File: src/rtl/mux_rr_pkg.sv
// Shared types and sizes for the round-robin selector sequencer.
// Imported by the interface, the pick logic and the top level.
package mux_rr_pkg;

  localparam int NREQ  = 4;
  localparam int SEL_W = 2;

  typedef enum logic [1:0] {
    IDLE  = 2'd0,
    GRANT = 2'd1,
    GAP   = 2'd2
  } state_t;

  function automatic logic [NREQ-1:0] onehot(
    input logic [SEL_W-1:0] i
  );
    logic [NREQ-1:0] v;
    v    = '0;
    v[i] = 1'b1;
    return v;
  endfunction

endpackage

File: src/rtl/mux_rr_sequencer_if.sv
// Request/selector bundle between requesters and the sequencer.
// master = sequencer side, slave = requester/selector side.
interface mux_rr_sequencer_if;
  import mux_rr_pkg::*;

  logic [NREQ-1:0]  REQ;
  logic             G;
  logic [SEL_W-1:0] C;
  logic [NREQ-1:0]  GNT;
  logic             BUSY;

  modport master (
    input  REQ,
    output G,
    output C,
    output GNT,
    output BUSY
  );

  modport slave (
    output REQ,
    input  G,
    input  C,
    input  GNT,
    input  BUSY
  );

endinterface

File: src/rtl/rr_pick4.sv
// Rotating-priority pick over four requests.
// First set request found starting from ptr, wrapping mod 4.
module rr_pick4
  import mux_rr_pkg::*;
(
  input  logic [NREQ-1:0]  req,
  input  logic [SEL_W-1:0] ptr,
  output logic [SEL_W-1:0] idx,
  output logic             valid
);

  logic             found;
  logic [SEL_W-1:0] cand;

  // scan ptr, ptr+1, ... and keep the first hit
  always_comb begin
    idx   = ptr;
    found = 1'b0;
    cand  = ptr;
    for (int k = 0; k < NREQ; k++) begin
      cand = ptr + SEL_W'(k);
      if (!found && req[cand]) begin
        idx   = cand;
        found = 1'b1;
      end
    end
  end

  assign valid = |req;

endmodule

File: src/rtl/mux_rr_sequencer.sv
// Round-robin owner of a shared 4:1 selector (G low-active, C select).
// Grant changes are break-before-make through a one-cycle GAP.
module mux_rr_sequencer
  import mux_rr_pkg::*;
#(
  parameter int HOLD_MAX = 4
) (
  input logic CLK,
  input logic RST,
  mux_rr_sequencer_if.master bus
);

  localparam int CNT_W =
    (HOLD_MAX < 1) ? 1 : $clog2(HOLD_MAX + 1);

  localparam logic [CNT_W-1:0] CNT_MAX =
    CNT_W'(HOLD_MAX);
  localparam logic [CNT_W-1:0] CNT_LAST =
    CNT_W'(HOLD_MAX - 1);
  localparam bit HOLD_ON = (HOLD_MAX != 0);

  state_t           state, state_nx;
  logic [SEL_W-1:0] ptr, ptr_nx;
  logic [SEL_W-1:0] c_q, c_nx;
  logic             g_q, g_nx;
  logic [NREQ-1:0]  gnt_q, gnt_nx;
  logic [CNT_W-1:0] cnt, cnt_nx;

  logic [SEL_W-1:0] pick_idx;
  logic             pick_valid;
  logic             owner_req;
  logic             others;
  logic             timeout;
  logic [CNT_W-1:0] cnt_sat;

  rr_pick4 u_pick (
    .req   (bus.REQ),
    .ptr   (ptr),
    .idx   (pick_idx),
    .valid (pick_valid)
  );

  assign owner_req = bus.REQ[c_q];
  assign others    = |(bus.REQ & ~onehot(c_q));
  assign timeout   = HOLD_ON
                   && (cnt == CNT_LAST)
                   && others;
  assign cnt_sat   = (cnt == CNT_MAX)
                   ? cnt
                   : cnt + 1'b1;

  // next state, next pointer and next selector outputs
  always_comb begin
    state_nx = state;
    ptr_nx   = ptr;
    c_nx     = c_q;
    g_nx     = g_q;
    gnt_nx   = gnt_q;
    cnt_nx   = cnt;
    unique case (state)
      IDLE, GAP: begin
        if (pick_valid) begin
          state_nx = GRANT;
          c_nx     = pick_idx;
          g_nx     = 1'b0;
          gnt_nx   = onehot(pick_idx);
          cnt_nx   = '0;
        end else begin
          state_nx = IDLE;
        end
      end
      GRANT: begin
        cnt_nx = cnt_sat;
        if (!owner_req || timeout) begin
          state_nx = GAP;
          g_nx     = 1'b1;
          gnt_nx   = '0;
          ptr_nx   = c_q + 1'b1;
        end
      end
      default: begin
        state_nx = IDLE;
        g_nx     = 1'b1;
        gnt_nx   = '0;
      end
    endcase
  end

  // state and registered selector drive, cleared at once on reset
  always_ff @(posedge CLK or posedge RST) begin
    if (RST) begin
      state <= IDLE;
      ptr   <= '0;
      c_q   <= '0;
      g_q   <= 1'b1;
      gnt_q <= '0;
      cnt   <= '0;
    end else begin
      state <= state_nx;
      ptr   <= ptr_nx;
      c_q   <= c_nx;
      g_q   <= g_nx;
      gnt_q <= gnt_nx;
      cnt   <= cnt_nx;
    end
  end

  assign bus.G    = g_q;
  assign bus.C    = c_q;
  assign bus.GNT  = gnt_q;
  assign bus.BUSY = (state != IDLE);

endmodule

File: src/flat_wrapper.sv
// flat-port wrapper written by rule: the top's interface ports become plain ports
module mux_rr_sequencer_flat import mux_rr_pkg::*;
#(
  parameter int HOLD_MAX = 4
)
  (CLK, RST, bus_REQ, bus_G, bus_C, bus_GNT, bus_BUSY);
  mux_rr_sequencer_if bus_i ();
  input logic CLK;
  input logic RST;
  input wire logic [$bits(bus_i.REQ)-1:0] bus_REQ;
  output wire logic [$bits(bus_i.G)-1:0] bus_G;
  output wire logic [$bits(bus_i.C)-1:0] bus_C;
  output wire logic [$bits(bus_i.GNT)-1:0] bus_GNT;
  output wire logic [$bits(bus_i.BUSY)-1:0] bus_BUSY;
  assign bus_i.REQ = bus_REQ;
  assign bus_G = bus_i.G;
  assign bus_C = bus_i.C;
  assign bus_GNT = bus_i.GNT;
  assign bus_BUSY = bus_i.BUSY;
  mux_rr_sequencer #(.HOLD_MAX(HOLD_MAX)) u_core (.CLK(CLK), .RST(RST), .bus(bus_i));
endmodule
File: config.mk
export PLATFORM = sky130hd
export DESIGN_NAME = mux_rr_sequencer_flat
export DESIGN_NICKNAME = d
export VERILOG_FILES = /design/src/rtl/mux_rr_pkg.sv /design/src/rtl/mux_rr_sequencer_if.sv /design/src/rtl/rr_pick4.sv /design/src/rtl/mux_rr_sequencer.sv /design/src/flat_wrapper.sv
export SDC_FILE = /design/constraint.sdc
export NUM_CORES = 1
export LEC_CHECK = 0
export CORE_ASPECT_RATIO = 0.6
export CORE_MARGIN = 2
export CORE_UTILIZATION = 40
export DETAILED_ROUTE_END_ITERATION = 10
export REMOVE_ABC_BUFFERS = 1
export SETUP_SLACK_MARGIN = 0.3
export SYNTH_ARGS = -nofsm -noshare
export SYNTH_HDL_FRONTEND = slang
export SYNTH_HIERARCHICAL = 1
export SYNTH_SLANG_ARGS = --single-unit
File: constraint.sdc
create_clock -name CLK -period 1.7 [get_ports CLK]
set_input_delay 0.255 -clock CLK [delete_from_list [all_inputs] [get_ports CLK]]
set_output_delay 0.255 -clock CLK [all_outputs]
set_load 0.02 [all_outputs]
==> After elaboration in Yosys (flattened, before gate mapping) <==
Index checks and enable logic that the tools add are counted.
{ "totals": {"ff_bits": 14, "word_cells": 81, "output_inout_bits": 8, "inputBits": 6} }
{ "op_classes": {"bitwise_logic": 2, "muxes": 32, "n_reduce_logical": 21, "order_cmp": 8, "n_eq_ne": 7, "add_sub_neg": 5} }
{ "op_table": {"columns": ["cell", "count"], "rows": [
  ["$lt A2 B3 Y1 const B", 6],
  ["$mux W1", 13],
  ["$bmux W1 S2", 5],
  ["$mux W2", 4],
  ["$mux W4", 2],
  ["$pmux W4 S2", 1],
  ["$reduce_or A4 Y1", 2],
  ["$logic_and A1 B1 Y1", 6],
  ["$mux W3", 2],
  ["$pmux W3 S2", 1],
  ["$reduce_and A2 Y1", 3],
  ["$add A2 B1 Y2 const B", 2],
  ["$add A2 B2 Y2 const B", 2],
  ["$and A4 B4 Y4", 1],
  ["$demux W1 S2", 2],
  ["$ge A2 B1 Y1 const B", 2],
  ["$logic_not A1 Y1", 4],
  ["$ne A2 B1 Y1 const B", 2],
  ["$not A4 Y4", 1],
  ["$pmux W2 S2", 1],
  ["$reduce_bool A2 Y1", 2],
  ["$add A3 B1 Y3 const B", 1],
  ["$eq A3 B2 Y1 const B", 1],
  ["$eq A3 B3 Y1 const B", 1],
  ["other kinds (8)", 8]
]} }

==> Longest topological paths before layout <==
Gate-level depths: netlist of run 1.
{ "depth": {"word_depth": 18, "mapped_depth": 7, "depth_no_buf": 7} }

==> Cells and area by module <==
The synthesis of run 1 kept the hierarchy.
{ "by_module_without_submodules": {"columns": ["mod", "instances", "cells_per_inst", "seq_area_each_um2", "area_each_um2"], "rows": [
  ["mux_rr_sequencer", 1, 74, 351.6, 792.0],
  ["rr_pick4", 1, 16, 0.0, 96.3]
]} }

==> Worst setup path after synthesis of run 1 <==
OpenSTA, ideal clock, no wires.
{ "synth_path": {"kind": "reg-to-reg", "from": "register u_core.c_q[1], in the netlist u_core/bus.C[1]", "to": "register u_core.ptr[0]", "synth_period_minus_slack_ns": 1.937, "required_time_ns": 1.575, "slack_ns": -0.237, "n_path_buf": 0, "path_stages_with_launch": 7, "setup_time_ns": 0.125, "arrival_ns": 1.812, "cell_sequence": "dfrtp_1 > inv_1 > ha_1 > nor2b_4 > o41a_1 > o21ba_4 > mux2_4"} }
{ "synth_via": {"elab_chain_len": 10, "elab_cells_between_ends": 14, "classes_between": "order compare: 2; mux: 4; bitwise: 2; reduce/logical: 6"} }
{ "synth_rtl": {"columns": ["item", "line_no", "rtl"], "rows": [
  ["start, declared", "mux_rr_sequencer.sv:24", "logic [SEL_W-1:0] c_q, c_nx;"],
  ["start signal, assigned", "mux_rr_sequencer.sv:101", "c_q <= c_nx;"],
  ["$lt A2 B3 Y1 (implied by the code) / $ge A2 B1 Y1 (equally long branches)", "mux_rr_pkg.sv:19", "v[i] = 1'b1;"],
  ["$logic_and A1 B1 Y1 (implied by the code)", "mux_rr_pkg.sv:19", null],
  ["$mux W1 (implied by the code)", "mux_rr_pkg.sv:19", null],
  ["$demux W1 S2", null, null],
  ["$not A4 Y4", "mux_rr_sequencer.sv:44", "assign others = |(bus.REQ & ~onehot(c_q));"],
  ["$and A4 B4 Y4", "mux_rr_sequencer.sv:44", null],
  ["$reduce_or A4 Y1", "mux_rr_sequencer.sv:44", null],
  ["$logic_and A1 B1 Y1", "mux_rr_sequencer.sv:47", "&& others;"],
  ["$logic_or A1 B1 Y1 *", "mux_rr_sequencer.sv:74", "if (!owner_req || timeout) begin"],
  ["$reduce_and A2 Y1 (no source line) *", null, null],
  ["end signal, assigned", "mux_rr_sequencer.sv:100", "ptr <= ptr_nx;"],
  ["end, declared", "mux_rr_sequencer.sv:23", "logic [SEL_W-1:0] ptr, ptr_nx;"]
]} }
Every way passes the cells marked *; elsewhere a longest branch is shown, timed or not. The select of a mux whose other input is x is not followed.
A chain may end at the register's enable or synchronous reset.

==> Final worst setup path of run 1 <==
{ "layout_path": {"from": "register u_core.c_q[0], in the netlist u_core/bus.C[0]", "to": "register u_core.ptr[1]"} }
{ "layout_via": {"elab_chain_len": 10, "elab_cells_between_ends": 15, "classes_between": "add/sub: 1; order compare: 2; mux: 4; bitwise: 2; reduce/logical: 6"} }
{ "layout_rtl": {"columns": ["item", "line_no"], "rows": [
  ["$lt A2 B3 Y1 (implied by the code) / $ge A2 B1 Y1 (equally long branches)", "mux_rr_pkg.sv:19"],
  ["$logic_and A1 B1 Y1 (implied by the code)", "mux_rr_pkg.sv:19"],
  ["$mux W1 (implied by the code)", "mux_rr_pkg.sv:19"],
  ["$demux W1 S2", null],
  ["$not A4 Y4", "mux_rr_sequencer.sv:44"],
  ["$and A4 B4 Y4", "mux_rr_sequencer.sv:44"],
  ["$reduce_or A4 Y1", "mux_rr_sequencer.sv:44"],
  ["$logic_and A1 B1 Y1", "mux_rr_sequencer.sv:47"],
  ["$logic_or A1 B1 Y1", "mux_rr_sequencer.sv:74"],
  ["$reduce_and A2 Y1 (no source line)", null]
]} }
Parallel ways exist; a longest one is shown, timed or not. The select of a mux whose other input is x is not followed.

==> impl_results.md, run 1 <==
- Status: finished, violations left
- Violations in the final reports: setup timing
- Floorplan die width: around 65 microns
- GR Overflow Total: 0
- CTS Buf Count: 3
- Internal Pwr Total: between 1.5 and 2 mW
- Start of the worst register-to-register path: u_core/bus.C[0]
- Xor/xnor cell area share of the yosys netlist: 0
- First-pass iteration count of the detailed router: 4
- Worst slew margin relative to its limit: 0.637
- Initial cell density of the core: 0.417
- Logic pwr share: 0.635
- Number of hold violations in the final report: 0
- Portion of total power attributed to the clock network: 0.123
- Vias in the first global route: between 700 and 800
- Clk Latency, worst-skew pair: between 200 and 250 ps
- Net switching share of the total power: 0.404
- Global router's overall resource usage: 0.195
- Cell type contributing the most total cell area after synthesis: sky130_fd_sc_hd__dfrtp_1
- Post-layout instance area: between 1000 and 1500 sq um
- DR vias: about 810
- Setup repair after global routing missed its margin: true
- Cell Area, Synth: about 890 sq um
- Post-Route WL: between 2 and 2.5 mm
- Setup slack at placement: -221 ps
- # setup viols final: 8
- Share of the clock period used by the worst path: 1.05
- Power density relative to cell area: ~1800 nW/um^2
- Die footprint: between 2000 and 3000 sq um
- Post-synthesis register bit count: 14
- Routed vias/inst: 5.01
- Violation count after the first detailed-routing iteration: 31
- Critical path startpoint: u_core/bus.C[0]
- Worst Hold Class: in2async
- Startpoint-to-endpoint class of the critical path: reg2reg
- Final critical delay including setup and external delays: ~1800 ps
- Dominant combinational cell family by area after synthesis: compound AO/OA/AOI/OAI gates
- Synth async-reset ratio: 1.00
- Clock-pin slew of the registers on the worst-case setup and hold paths: around 60 ps
- FF+latch area: 353 sq um
- Main area contributors after synthesis: sky130_fd_sc_hd__dfrtp_1, sky130_fd_sc_hd__ha_1, sky130_fd_sc_hd__o21ai_0
- Post-DP Area: roughly 1200 sq um
- CTS max path bufs: 2
- LEAKAGE: ~0.72 nW
- Area of the multi-input gates: between 600 and 700 sq um
- Synthesized instance count: 90
- Adder-cell share of the synthesized area: 0.0986
- Routed WL per cell: 14.7 microns
- Total I/O pin count: 14
- Setup slack of the critical path after layout: -92.1 ps
- Slew Viols, Final: 0
- Ant diodes: 0
- DRC violation count after routing: 0
- Top flip-flop cell by instance count after synthesis: sky130_fd_sc_hd__dfrtp_1
- Buffer cell driving the clock tree root: sky130_fd_sc_hd__clkbuf_8
- Average cell area after synthesis: approximately 9.9 sq um
- Warnings, synthesis: 6
- Most numerous cell in the Yosys netlist: sky130_fd_sc_hd__dfrtp_1
- Number of standard-cell rows in the floorplan: 13
- Sequential area share after synthesis: 0.396
- Distinct cell type count after synthesis: 31
- Max-cap violations: 0
- Fraction of final layout cells sized beyond drive strength 1: 0.492
- CTS sink cnt: 14
- # nets final: 146
- Synth Area in Compound Gates: 0.194
- Post-synth EDFFs: 0
- Share of cell area taken by muxes after synthesis: 0.0803
- Number of H-tree levels: 1
- Area growth from synthesis to layout: 65.5%
- Area share of the largest cell type after synthesis: 0.366
- Placed cells: about 150
- Number of fill cells in the layout: 156
- Max FO, Critical Path: 4
- Most common library cells after synthesis: sky130_fd_sc_hd__dfrtp_1, sky130_fd_sc_hd__inv_1, sky130_fd_sc_hd__nand2_1
- Type of destination of the critical path: register
- CP arrival: approximately 1900 ps
- Core footprint: between 2000 and 2500 sq um
- Port bufs: 13
- Global-route wire length before repair: 3.68 mm
- Post-Synth Simple-Gate Area: 0.189
- Detailed-placement wirelength estimate: roughly 1.5 mm
- TritonCTS clock tree: built
- Floorplan die height: between 40 and 50 microns
- Post-route insts no fill: 162
- Max VDD drop: between 0.0008 and 0.0009 V
- Antenna violations before repair: 0
- Share of power burned in registers: 0.242
- Kind of start point of the critical path: register
- Data required time of the worst path: around 1800 ps
- Final weighted congestion in routability-driven placement: 0.817
- Reported net switching power: between 1 and 1.5 mW
- Fmax achieved: approximately 560 MHz
- Clock skew after layout: ~1.5 ps
- Antenna Nets Post-Route: 0
- Maximum number of pins on one net before global-route repair: 15
- Slew at the pin with the worst max-slew slack: between 500 and 600 ps
==> cells in the final DEF, fill, tap and decap left out, drive strengths merged <==
master,n
or2,2
nand2b,3
clkdlybuf4s50,1
o21ba,1
a221oi,1
o31ai,1
or3,1
nor2,4
clkbuf,6
inv,9
o21a,1
o2bb2ai,2
a21oi,4
o21ai,7
nor2b,6
dfrtp,13
nor3,2
ha,7
mux2i,3
a21o,3
dfstp,1
buf,27
nand2,9
dlymetal6s2s,1
a32o,2
nand3b,1
mux2,3
nand3,1
o41a,1
clkdlybuf4s15,2
nand4b,1
dlygate4sd2,6
==> critical path: stages (launching register included) <==
cell and delay (ps):
sky130_fd_sc_hd__dfrtp_2 420, sky130_fd_sc_hd__buf_6 120, sky130_fd_sc_hd__ha_4 130, sky130_fd_sc_hd__nor2b_4 30
sky130_fd_sc_hd__o41a_1 450, sky130_fd_sc_hd__o21ba_4 230, sky130_fd_sc_hd__mux2_4 290
==> flip-flops by register name, summed over array words and instances (netlist names) <==
| name | flops |
|---|---|
| u_core/ptr | 2 |
| u_core/bus.G | 1 |
| u_core/cnt | 3 |
| u_core/bus.GNT | 4 |
| u_core/state | 2 |
| u_core/bus.C | 2 |
==> area by class of cell <==
class | instances | share of cell area
inverters | 9 | 0.0247
repair buffers | 39 | 0.236
multi-input cells | 66 | 0.437
flip-flops and latches | 14 | 0.240
well taps | 30 | 0.0255
clock buffers | 4 | 0.0374
==> metrics by stage <==
step / TNS [ps] / utilization / power, mW / hold slack, ps
final: -330 / 0.690 / 2.65 / 357
after global routing: -981 / 0.690 / 2.82 / 392
after CTS: -380 / 0.641 / 2.43 / 368
after floorplan: -720 / - / 1.35 / 144
after detailed placement: -1820 / 0.554 / 1.91 / 483
after global placement: -1650 / 0.554 / 1.90 / 472
==> final timing paths <==
| path | endpoint | slack (ps) | cells past startpoint |
|---|---|---|---|
| min reg2reg | u_core/bus.G | 470 | 2 |
| max | u_core/ptr[1] | -90 | 6 |
| max reg2reg | u_core/ptr[1] | -90 | 6 |
| max in group asynchronous | u_core/bus.C[0] | 950 | 2 |
| min in group CLK | u_core/bus.G | 470 | 2 |
| min | u_core/bus.GNT[0] | 360 | 2 |
==> power by group through the flow <==
stage / combinational [mW] / clock (mW) / sequential (mW)
6_report: 1.68 / 0.325 / 0.640
3_3_place_gp: 1.28 / 0 / 0.625
5_1_grt: 1.81 / 0.344 / 0.662
3_5_place_dp: 1.28 / 0 / 0.626
2_1_floorplan: 0.604 / 0 / 0.745
4_1_cts: 1.46 / 0.330 / 0.639
==> kinds of logic (layout without fill, tap and decap cells) <==
group                    after synthesis  in the layout
AND/OR/NAND/NOR                       30             30
multiplexers                           6              6
AO/OA/AOI/OAI                         23             23
buffers and inverters                 10             52
adder cells (fa/ha/maj)                7              7
flip-flops                            14             14
==> metal layers <==
layer	track usage	share of wire	up-vias	routed length, microns
met5	0	0	-	0
met4	0.0319	0.0025	0	6
met3	0.0506	0.045	2	108
met2	0.281	0.43	23	1030
met1	0.292	0.52	389	1240
li1	-	-	397	-
==> timing repair <==
item                                   4_1_cts  5_1_grt
hold buffers                                 0        0
endpoints found under the hold margin        0        0
gates resized for setup                     43       27
pin swaps                                   10        7
buffers inserted                             5        4
setup endpoints to repair                   22       15
No activity file was read; power rests on OpenSTA's default activity.
==> run 2: changes to the inputs <==
CORE_ASPECT_RATIO = default   (was 0.6)
TNS_END_PERCENT = 5   (was default)
==> run 2 against run 1 <==
The run still ends with setup timing left; die area down 0.48%; core utilization down 11 points; critical path depth unchanged; cell count down 6.2%; via count down 6.0%; register-to-register slack better by 30 ps; clock power down 28%; power down 17%; critical endpoint is now u_core/ptr[0]; largest cell class unchanged.
==> impl_results.md, run 2 (synthesized netlist as in run 1, its figures left out) <==
- GR Overflow Total: 0 (unchanged)
- Number of H-tree levels: 1 (unchanged)
- Status: finished, violations left
- Antenna Nets Post-Route: 0 (unchanged)
- Internal Pwr Total: 1.31 mW (-17%)
- Antenna violations before repair: 0 (unchanged)
- Startpoint-to-endpoint class of the critical path: reg2reg
- Max-cap violations: 0 (unchanged)
- Slew at the pin with the worst max-slew slack: 547 ps (+2.32 ps)
- Number of standard-cell rows in the floorplan: 17 (+4)
- Reported net switching power: 895 uW (-16%)
- Fmax achieved: 567 MHz (+1.6%)
- Data required time of the worst path: 1870 ps (+40 ps)
- CTS sink cnt: 14 (unchanged)
- Post-route insts no fill: 152 (-6.2%)
- # setup viols final: 7 (-1)
- Routed vias/inst: 5.01 (+0.14%)
- Port bufs: 13 (unchanged)
- First-pass iteration count of the detailed router: 4 (unchanged)
- Final weighted congestion in routability-driven placement: 0.803 (-1.7%)
- Final critical delay including setup and external delays: 1760 ps (-27.5 ps)
- Flip-flop count of the largest register, all copies and words added: 4 (unchanged)
- Portion of total power attributed to the clock network: 0.106 (-0.017)
- Slew Viols, Final: 0 (unchanged)
- Share of power burned in registers: 0.287 (+0.045)
- Share of the clock period used by the worst path: 1.04 (-0.0162)
- Max FO, Critical Path: 4 (unchanged)
- Kind of start point of the critical path: register
- Fraction of final layout cells sized beyond drive strength 1: 0.347 (-0.146)
- Violations in the final reports: setup timing
- LEAKAGE: 0.616 nW (-14%)
- CP arrival: 1930 ps (about the same)
- Setup slack of the critical path after layout: -64.5 ps (+27.5 ps)
- Floorplan die height: 51.1 microns (+26%)
- Detailed-placement wirelength estimate: 1.48 mm (-2.4%)
- Worst slew margin relative to its limit: 0.635 (-0.00155)
- TritonCTS clock tree: built
- Type of destination of the critical path: register
- Total I/O pin count: 14 (unchanged)
- Number of hold violations in the final report: 0 (unchanged)
- Max VDD drop: 0.000986 V (+9.7%)
- # nets final: 138 (-5.5%)
- Core footprint: 2150 sq um (+0.82%)
- Clock skew after layout: 4.56 ps (+3.04 ps)
- Setup repair after global routing missed its margin: true
- Net switching share of the total power: 0.405 (+0.00174)
- Buffer cell driving the clock tree root: sky130_fd_sc_hd__clkbuf_4
- Initial cell density of the core: 0.414 (-0.00340)
- Placed cells: 147 (-1.3%)
- Ant diodes: 0 (unchanged)
- Area growth from synthesis to layout: 40.4%
- Post-Route WL: 1.94 mm (-19%)
- DR vias: 762 (-6.0%)
- Floorplan die width: 51.1 microns (-21%)
- Maximum number of pins on one net before global-route repair: 15 (unchanged)
- Total power consumption of the routed design: 2.21 mW (-17%)
- Logic pwr share: 0.607 (-0.028)
- Vias in the first global route: 813 (+11%)
- CTS Buf Count: 3 (unchanged)
- Power density relative to cell area: 1770 nW/um^2 (-1.6%)
- Clk Latency, worst-skew pair: 280 ps (+40 ps)
- Worst Hold Class: in2async
- Clock-pin slew of the registers on the worst-case setup and hold paths: 80 ps (+20 ps)
- Global router's overall resource usage: 0.177 (-0.0171)
- Routed WL per cell: 12.8 microns (-13%)
- Commonest non-fill, non-tap cells in the layout: sky130_fd_sc_hd__buf_4, sky130_fd_sc_hd__dfrtp_1, sky130_fd_sc_hd__nand2_1, sky130_fd_sc_hd__inv_1, sky130_fd_sc_hd__o21ai_0
- Die footprint: 2610 sq um (-0.48%)
- Number of fill cells in the layout: 204 (+31%)
- DRC violation count after routing: 0 (unchanged)
- CTS max path bufs: 2 (unchanged)
- Global-route wire length before repair: 3.46 mm (-5.8%)
- Violation count after the first detailed-routing iteration: 6 (-81%)
- Most frequent standard cell in the layout excluding fill and tap cells: sky130_fd_sc_hd__buf_4
==> run 2: cell count changes in the layout (fill, tap and decap cells not counted), moves of 4 or more <==
| cell | delta |
|---|---|
| sky130_fd_sc_hd__buf_6 | -10 |
| sky130_fd_sc_hd__clkdlybuf4s50_1 | +4 |
| sky130_fd_sc_hd__nand2_1 | +4 |
| sky130_fd_sc_hd__nand2_2 | -4 |
| sky130_fd_sc_hd__o21ai_0 | +4 |
==> run 2: through the flow <==
step | setup TNS (ps) | setup slack [ps] | util | instance area, sq um | hold WS [ps]
2_1_floorplan | -720 | -237 | - | 885 | 144
3_3_place_gp | -2090 | -266 | 0.548 | 1180 | 477
3_5_place_dp | -2280 | -289 | 0.548 | 1180 | 493
4_1_cts | -335 | -71.5 | 0.578 | 1240 | 319
5_1_grt | -719 | -116 | 0.581 | 1250 | 351
6_report | -232 | -64.5 | 0.581 | 1250 | 313
==> run 2: routing by layer <==
metal	up-vias	GRT usage	part of all wire
met5	-	0	0
met4	0	0.0811	0.0062
met3	2	0.0175	0.029
met2	11	0.314	0.50
met1	362	0.216	0.46
li1	387	-	-
==> run 2: repair_timing <==
action,in CTS,in global routing
pin swaps,7,0
hold buffers,0,0
gates resized for setup,27,6
setup endpoints to repair,20,17
setup buffers,1,0
gates cloned,0,0
==> run 2: final timing paths <==
check	startpoint	end	slack (ps)	depth (start not counted)
max	u_core/bus.C[0]	u_core/ptr[0]	-60	6
min	RST	u_core/cnt[1]	310	2
max reg2reg	u_core/bus.C[0]	u_core/ptr[0]	-60	6
min reg2reg	u_core/bus.G	u_core/bus.G	490	2
max in group asynchronous	RST	u_core/bus.C[0]	990	2
min in group CLK	u_core/bus.G	u_core/bus.G	490	2
==> run 2: final cells by class <==
class	instances	area [sq um]	share of cell area
repair buffers	31	246	0.198
flip-flops and latches	14	353	0.283
well taps	28	35.0	0.0281
inverters	9	36.3	0.0291
multi-input cells	66	541	0.433
clock buffers	4	36.3	0.0291
==> run 2: power groups by stage <==
| stage | registers [mW] | logic [mW] | clock network (mW) |
|---|---|---|---|
| final | 0.633 | 1.34 | 0.235 |
| after global routing | 0.658 | 1.48 | 0.265 |
| after CTS | 0.629 | 1.32 | 0.245 |
| after detailed placement | 0.621 | 1.31 | 0 |
| after global placement | 0.616 | 1.30 | 0 |
| after floorplan | 0.745 | 0.604 | 0 |
==> run 2: worst max-delay path: stages, from the launching register on <==
cell	delay (ps)
sky130_fd_sc_hd__dfrtp_2	470
sky130_fd_sc_hd__inv_4	90
sky130_fd_sc_hd__ha_4	120
sky130_fd_sc_hd__nor2b_1	40
sky130_fd_sc_hd__o41a_1	440
sky130_fd_sc_hd__o21ba_4	230
sky130_fd_sc_hd__mux2_4	290
